[config.mk]
export PLATFORM = sky130hd
export DESIGN_NAME = alu_pipe_sched
export DESIGN_NICKNAME = d
export VERILOG_FILES = /design/src/rtl/alu_pkg.sv /design/src/rtl/rr_arb2.sv /design/src/rtl/alu_pipe_sched.sv
export SDC_FILE = /design/constraint.sdc
export NUM_CORES = 1
export LEC_CHECK = 0
export BUFFER_PORTS_ARGS = -buffer_cell sky130_fd_sc_hd__clkbuf_2
export CAP_MARGIN = 25
export CORE_MARGIN = 8
export CORE_UTILIZATION = 41
export DETAILED_ROUTE_END_ITERATION = 8
export GPL_TIMING_DRIVEN = 0
export PLACE_DENSITY = 0.75
export RECOVER_POWER = 50
export SYNTH_ARGS = -nofsm -noshare
export SYNTH_HDL_FRONTEND = slang
export SYNTH_SLANG_ARGS = --single-unit
[constraint.sdc]
create_clock -name clk -period 1.65 [get_ports clk]
set_input_delay 0.33 -clock clk [delete_from_list [all_inputs] [get_ports clk]]
set_output_delay 0.33 -clock clk [all_outputs]
set_load 0.1 [all_outputs]
[src/rtl/alu_pkg.sv]
// Shared types and widths for the ALU scheduler and its arbiter.
package alu_pkg;

    localparam int unsigned DATA_W = 8;
    localparam int unsigned OP_W   = 3;
    localparam int unsigned NREQ   = 2;

    typedef logic [0:0] req_id_t;

    typedef struct packed {
        logic    valid;
        req_id_t id;
    } tag_t;

endpackage

[src/rtl/rr_arb2.sv]
// Two-way round-robin arbiter; last_grant starts at 1 so requester 0 wins the first contention.
module rr_arb2
    import alu_pkg::*;
(
    input  logic            clk,
    input  logic            rst_n,
    input  logic [NREQ-1:0] eligible,
    output logic [NREQ-1:0] grant
);

    req_id_t last_grant;

    // Favour the requester that did not win last time.
    always_comb begin
        grant = '0;
        if (eligible[0] && (!eligible[1] || last_grant == req_id_t'(1'b1))) begin
            grant[0] = 1'b1;
        end else if (eligible[1]) begin
            grant[1] = 1'b1;
        end
    end

    always_ff @(posedge clk) begin
        if (!rst_n) begin
            last_grant <= req_id_t'(1'b1);
        end else if (|grant) begin
            last_grant <= req_id_t'(grant[1]);
        end
    end

endmodule

[src/rtl/alu_pipe_sched.sv]
// Round-robin issue of two requesters into a shared pipelined ALU, with a tag
// pipeline that routes each result back to its originator.
module alu_pipe_sched
    import alu_pkg::*;
#(
    parameter int unsigned ALU_LAT = 2,
    parameter int unsigned MAX_OUT = 3
) (
    input  logic                   clk,
    input  logic                   rst_n,
    input  logic [NREQ-1:0]        req_valid,
    output logic [NREQ-1:0]        req_ready,
    input  logic [NREQ*DATA_W-1:0] req_a,
    input  logic [NREQ*DATA_W-1:0] req_b,
    input  logic [NREQ*OP_W-1:0]   req_op,
    output logic [DATA_W-1:0]      alu_a,
    output logic [DATA_W-1:0]      alu_b,
    output logic [OP_W-1:0]        alu_control,
    input  logic [DATA_W-1:0]      alu_out,
    input  logic                   alu_cout,
    output logic [NREQ-1:0]        rsp_valid,
    output logic [DATA_W-1:0]      rsp_data,
    output logic                   rsp_cout,
    output logic                   busy
);

    localparam int unsigned NSTG  = ALU_LAT + 1;
    localparam int unsigned CNT_W = $clog2(MAX_OUT + 1);

    logic [CNT_W-1:0]  out_cnt [NREQ];
    logic [NREQ-1:0]   eligible;
    logic [NREQ-1:0]   grant;
    tag_t              tag_q [NSTG];
    tag_t              new_tag;
    tag_t              tail;
    logic [NREQ-1:0]   rsp_valid_d;
    logic              busy_d;
    logic [DATA_W-1:0] sel_a;
    logic [DATA_W-1:0] sel_b;
    logic [OP_W-1:0]   sel_op;

    // Requesters are held off while in reset or when their credits are exhausted.
    always_comb begin
        eligible = '0;
        for (int unsigned i = 0; i < NREQ; i++) begin
            eligible[i] = rst_n && req_valid[i] && (out_cnt[i] < CNT_W'(MAX_OUT));
        end
    end

    rr_arb2 u_arb (
        .clk      (clk),
        .rst_n    (rst_n),
        .eligible (eligible),
        .grant    (grant)
    );

    assign req_ready = grant;

    always_comb begin
        sel_a   = grant[1] ? req_a[2*DATA_W-1:DATA_W] : req_a[DATA_W-1:0];
        sel_b   = grant[1] ? req_b[2*DATA_W-1:DATA_W] : req_b[DATA_W-1:0];
        sel_op  = grant[1] ? req_op[2*OP_W-1:OP_W]    : req_op[OP_W-1:0];
        new_tag = '{valid: |grant, id: req_id_t'(grant[1])};
        tail    = tag_q[NSTG-1];

        rsp_valid_d = '0;
        if (tail.valid) begin
            rsp_valid_d[tail.id] = 1'b1;
        end

        // busy reflects the tag/response state that will hold after this edge.
        busy_d = new_tag.valid | (|rsp_valid_d);
        for (int unsigned s = 0; s < NSTG - 1; s++) begin
            busy_d = busy_d | tag_q[s].valid;
        end
    end

    always_ff @(posedge clk) begin
        if (!rst_n) begin
            alu_a       <= '0;
            alu_b       <= '0;
            alu_control <= '0;
            rsp_valid   <= '0;
            rsp_data    <= '0;
            rsp_cout    <= 1'b0;
            busy        <= 1'b0;
        end else begin
            if (|grant) begin
                alu_a       <= sel_a;
                alu_b       <= sel_b;
                alu_control <= sel_op;
            end
            if (tail.valid) begin
                rsp_data <= alu_out;
                rsp_cout <= alu_cout;
            end
            rsp_valid <= rsp_valid_d;
            busy      <= busy_d;
        end
    end

    // Tag pipeline depth matches the ALU latency plus the operand register.
    always_ff @(posedge clk) begin
        if (!rst_n) begin
            for (int unsigned s = 0; s < NSTG; s++) begin
                tag_q[s] <= '0;
            end
        end else begin
            tag_q[0] <= new_tag;
            for (int unsigned s = 1; s < NSTG; s++) begin
                tag_q[s] <= tag_q[s-1];
            end
        end
    end

    // A grant and a retirement in the same cycle cancel out.
    always_ff @(posedge clk) begin
        if (!rst_n) begin
            for (int unsigned i = 0; i < NREQ; i++) begin
                out_cnt[i] <= '0;
            end
        end else begin
            for (int unsigned i = 0; i < NREQ; i++) begin
                if (grant[i] && !rsp_valid[i]) begin
                    out_cnt[i] <= out_cnt[i] + CNT_W'(1);
                end else if (!grant[i] && rsp_valid[i]) begin
                    out_cnt[i] <= out_cnt[i] - CNT_W'(1);
                end
            end
        end
    end

endmodule

==> impl_metrics.toml <==
[outcome]
status = "finished with violations"
failed_checks = "negative setup slack"

[place]
portBuffers = 83
gp_congestion = 0.744
place_worst_setup_slack_ps = -521
hpwlAfterDp_um = 3580
placed_area_um2 = 2240

[power_and_ir_drop]
seqPwrFrac_pct = 41.4
ir_drop_mv = 0.649
leakage_nw = 1.11
power_switching_mw = 1.09
power_density_nw_per_um2 = 1150
comb_power_share_pct = 32.7
internal_power_mw = 1.75
power_frac_clock_pct = 25.9
switching_share_pct = 38.3
total_power_mw = 2.84

[detailed_routing]
routed_wl_um = 4680
firstDrtPassIters = 4
viasPerCell = 4.92
drtIter0Drc = 106
routedWlPerCell_um = 14.7
antenna_left = 0
drc = 0
num_vias = 1570

[die]
rows = 23
core_um2 = 4030
die_w_um = 81.1
die_h_um = 81.1
ios = 84
start_util_pct = 43.1
die_area_um2 = 6580

[timing]
tightest_slew_ps = 600
finalHoldViolations = 0
fin_crit_sh_pct = 123
hold_slack_ps = 248
fmax_ghz = 0.492
rsz0062_at_grt = "true"
period_minus_slack_ps = 2030
finalMaxSlewViolations = 0
fin_worst_skew_ps = 7.93
setup_slack_ps = -382
setup_viol = 28
maxSlewHeadroom_pct = 60.0

[global_routing]
antenna_found_initial = 0
grt_max_degree = 14
grt_pass1_vias = 1630
grt_pass1_wl_um = 7400
grt_use_total_pct = 14.4
grt.overflow.total = 0

[logic_synthesis]
async_flop_share_pct = 0
ys_ff_latch = 42
yosysWarnings = 0
synth_area_per_cell_um2 = 10.2
syn_nets = 223
syn_area_um2 = 1740
synthCells = 171
yosys_most_used_dff = "dfxtp_1"
synth-seq-area-share_pct = 50.7
synth-edff-count = 4
synthDistinctLibCells = 35

[setup_path]
start_kind = "flip-flop"
crit_type = "reg2out"
cp_num_cells = 6
crit_required_ps = 1320
cp_max_fo = 3
max_stage_delay_ps = 400
crit_path_top_delay_cell = "edfxtp_1"
path_cells = "ha_2 -> nand3b_1 -> a21oi_4 -> buf_8 -> buf_8 -> clkbuf_16"
cp_top_family = "flip-flops"
worst_setup_path_end_kind = "primary output"
cp.arrival_ps = 1700
path_common_cell = "buf_8"
path_buf_inv = 3
r2r_cells = 8

[worst_hold_path]
hp-class = "in2reg"
whs_path_depth = 3

[cells_and_area]
final_nets = 320
layout-drive-gt1-share_pct = 43.5
finalInstanceArea_um2 = 2460
final_util_pct = 61.1
insertedDiodeCount = 0
syn2layout_area_growth_pct = 41.8

[clock_tree]
cts_buffer_depth = 2
numClockSinks = 42
clock_tree.root_cell = "clkbuf_8"
cts_buffers = 5
cts_tree = "yes"
cts_htree_levels = 2
ctsHoldBuffers = 0
worstSkewPairLatency_ps = 290
clk_pin_slew_worst_paths_ps = 80

[job]
cap_violations = 0
cells in the mapped netlist (all sizes together), types with 2 or more instances:
master	number	area share, %
mux2i	27	16
a21oi	4	2.0
nand3b	2	0.86
buf	7	2.7
nor2	12	2.6
inv	3	0.65
o21ai	23	6.8
nor2b	2	0.72
edfxtp	4	6.9
clkbuf	5	1.1
dfxtp	38	44
nand3	19	5.5
nand2	5	1.1
and2	5	1.9
and3	2	0.79
xnor2	3	1.5
sequential cells by signal, indices dropped and copies added (netlist names):
signal	flops
alu_control	3
alu_a	8
rsp_cout	1
out_cnt	4
rsp_valid	2
tag_q	6
u_arb.last_grant	1
alu_b	8
busy	1
rsp_data	8
final timing paths:
path | to | slack (ps) | startpoint
hold / removal | alu_control[1] | 250 | req_op[1]
hold reg to reg | rsp_valid[0] | 410 | tag_q[0][4]
setup reg to reg | alu_b[0] | -230 | out_cnt[1][0]
setup / recovery | req_ready[1] | -380 | out_cnt[1][0]
what timing repair did:
| action | 4_1_cts | 5_1_grt |
|---|---|---|
| resized for setup | 10 | 7 |
| setup buffers | 5 | 2 |
| pin swaps | 1 | 0 |
| endpoints found under the setup margin | 26 | 30 |
kinds of logic after synthesis:
kind of cell | share of synthesized area, %
multiplexers | 15.6
XOR/XNOR | 1.51
adder cells (fa/ha/maj) | 0.720
flip-flops | 50.7
AO/OA/AOI/OAI | 12.0
AND/OR/NAND/NOR | 15.1
buffers and inverters | 4.46
metal layers:
layer  vias to the layer above  wire (um)  global-route usage (%)
met3                         9        242                    3.42
met4                         0        113                    7.50
met1                       729       1880                    15.7
li1                        786          -                       -
met2                        46       2450                    25.5
met5                         -          0                       0
power groups by stage:
stage	sequential, mW	clock (mW)	combinational (mW)
after detailed placement	1.20	0	0.884
after CTS	1.17	0.763	0.921
final	1.18	0.737	0.929
after global placement	1.19	0	0.875
after floorplan	1.65	0	0.246
after global routing	1.19	0.808	0.981
worst register-to-register path, delay by kind of cell, from the launching register on:
kind | cells | cell delay, ps
buffers and inverters | 3 | 440
flip-flops | 1 | 400
AO/OA/AOI/OAI | 2 | 260
multiplexers | 1 | 230
AND/OR/NAND/NOR | 1 | 220
adder cells (fa/ha/maj) | 1 | 210
cell type report:
class	instances	area (um2)
Timing Repair Buffer	90	512
Fill cell	357	1570
Buffer	12	90.1
Sequential cell	42	883
Inverter	3	11.3
Clock inverter	1	6.26
Tap cell	50	62.6
Multi-Input combinational cell	114	801
Clock buffer	7	97.6
per-stage QoR:
stage                     TNS, ps  std cells
after floorplan              -137        171
after global placement      -2590        304
after detailed placement    -2870        304
after CTS                   -3770        317
after global routing        -7310        319
final                       -4540        319
layout by cell type (no fill, tap or decap), types with 3 or more instances in the layout:
master,n
inv_1,3
o21ai_1,14
o21ai_0,8
dfxtp_1,36
edfxtp_1,4
buf_4,7
clkbuf_8,5
xnor2_1,3
nand3_1,19
clkbuf_1,6
mux2i_1,25
clkbuf_2,82
nor2_1,12
nand2_1,5
clkbuf_16,3
No activity file was read; power rests on OpenSTA's default activity.
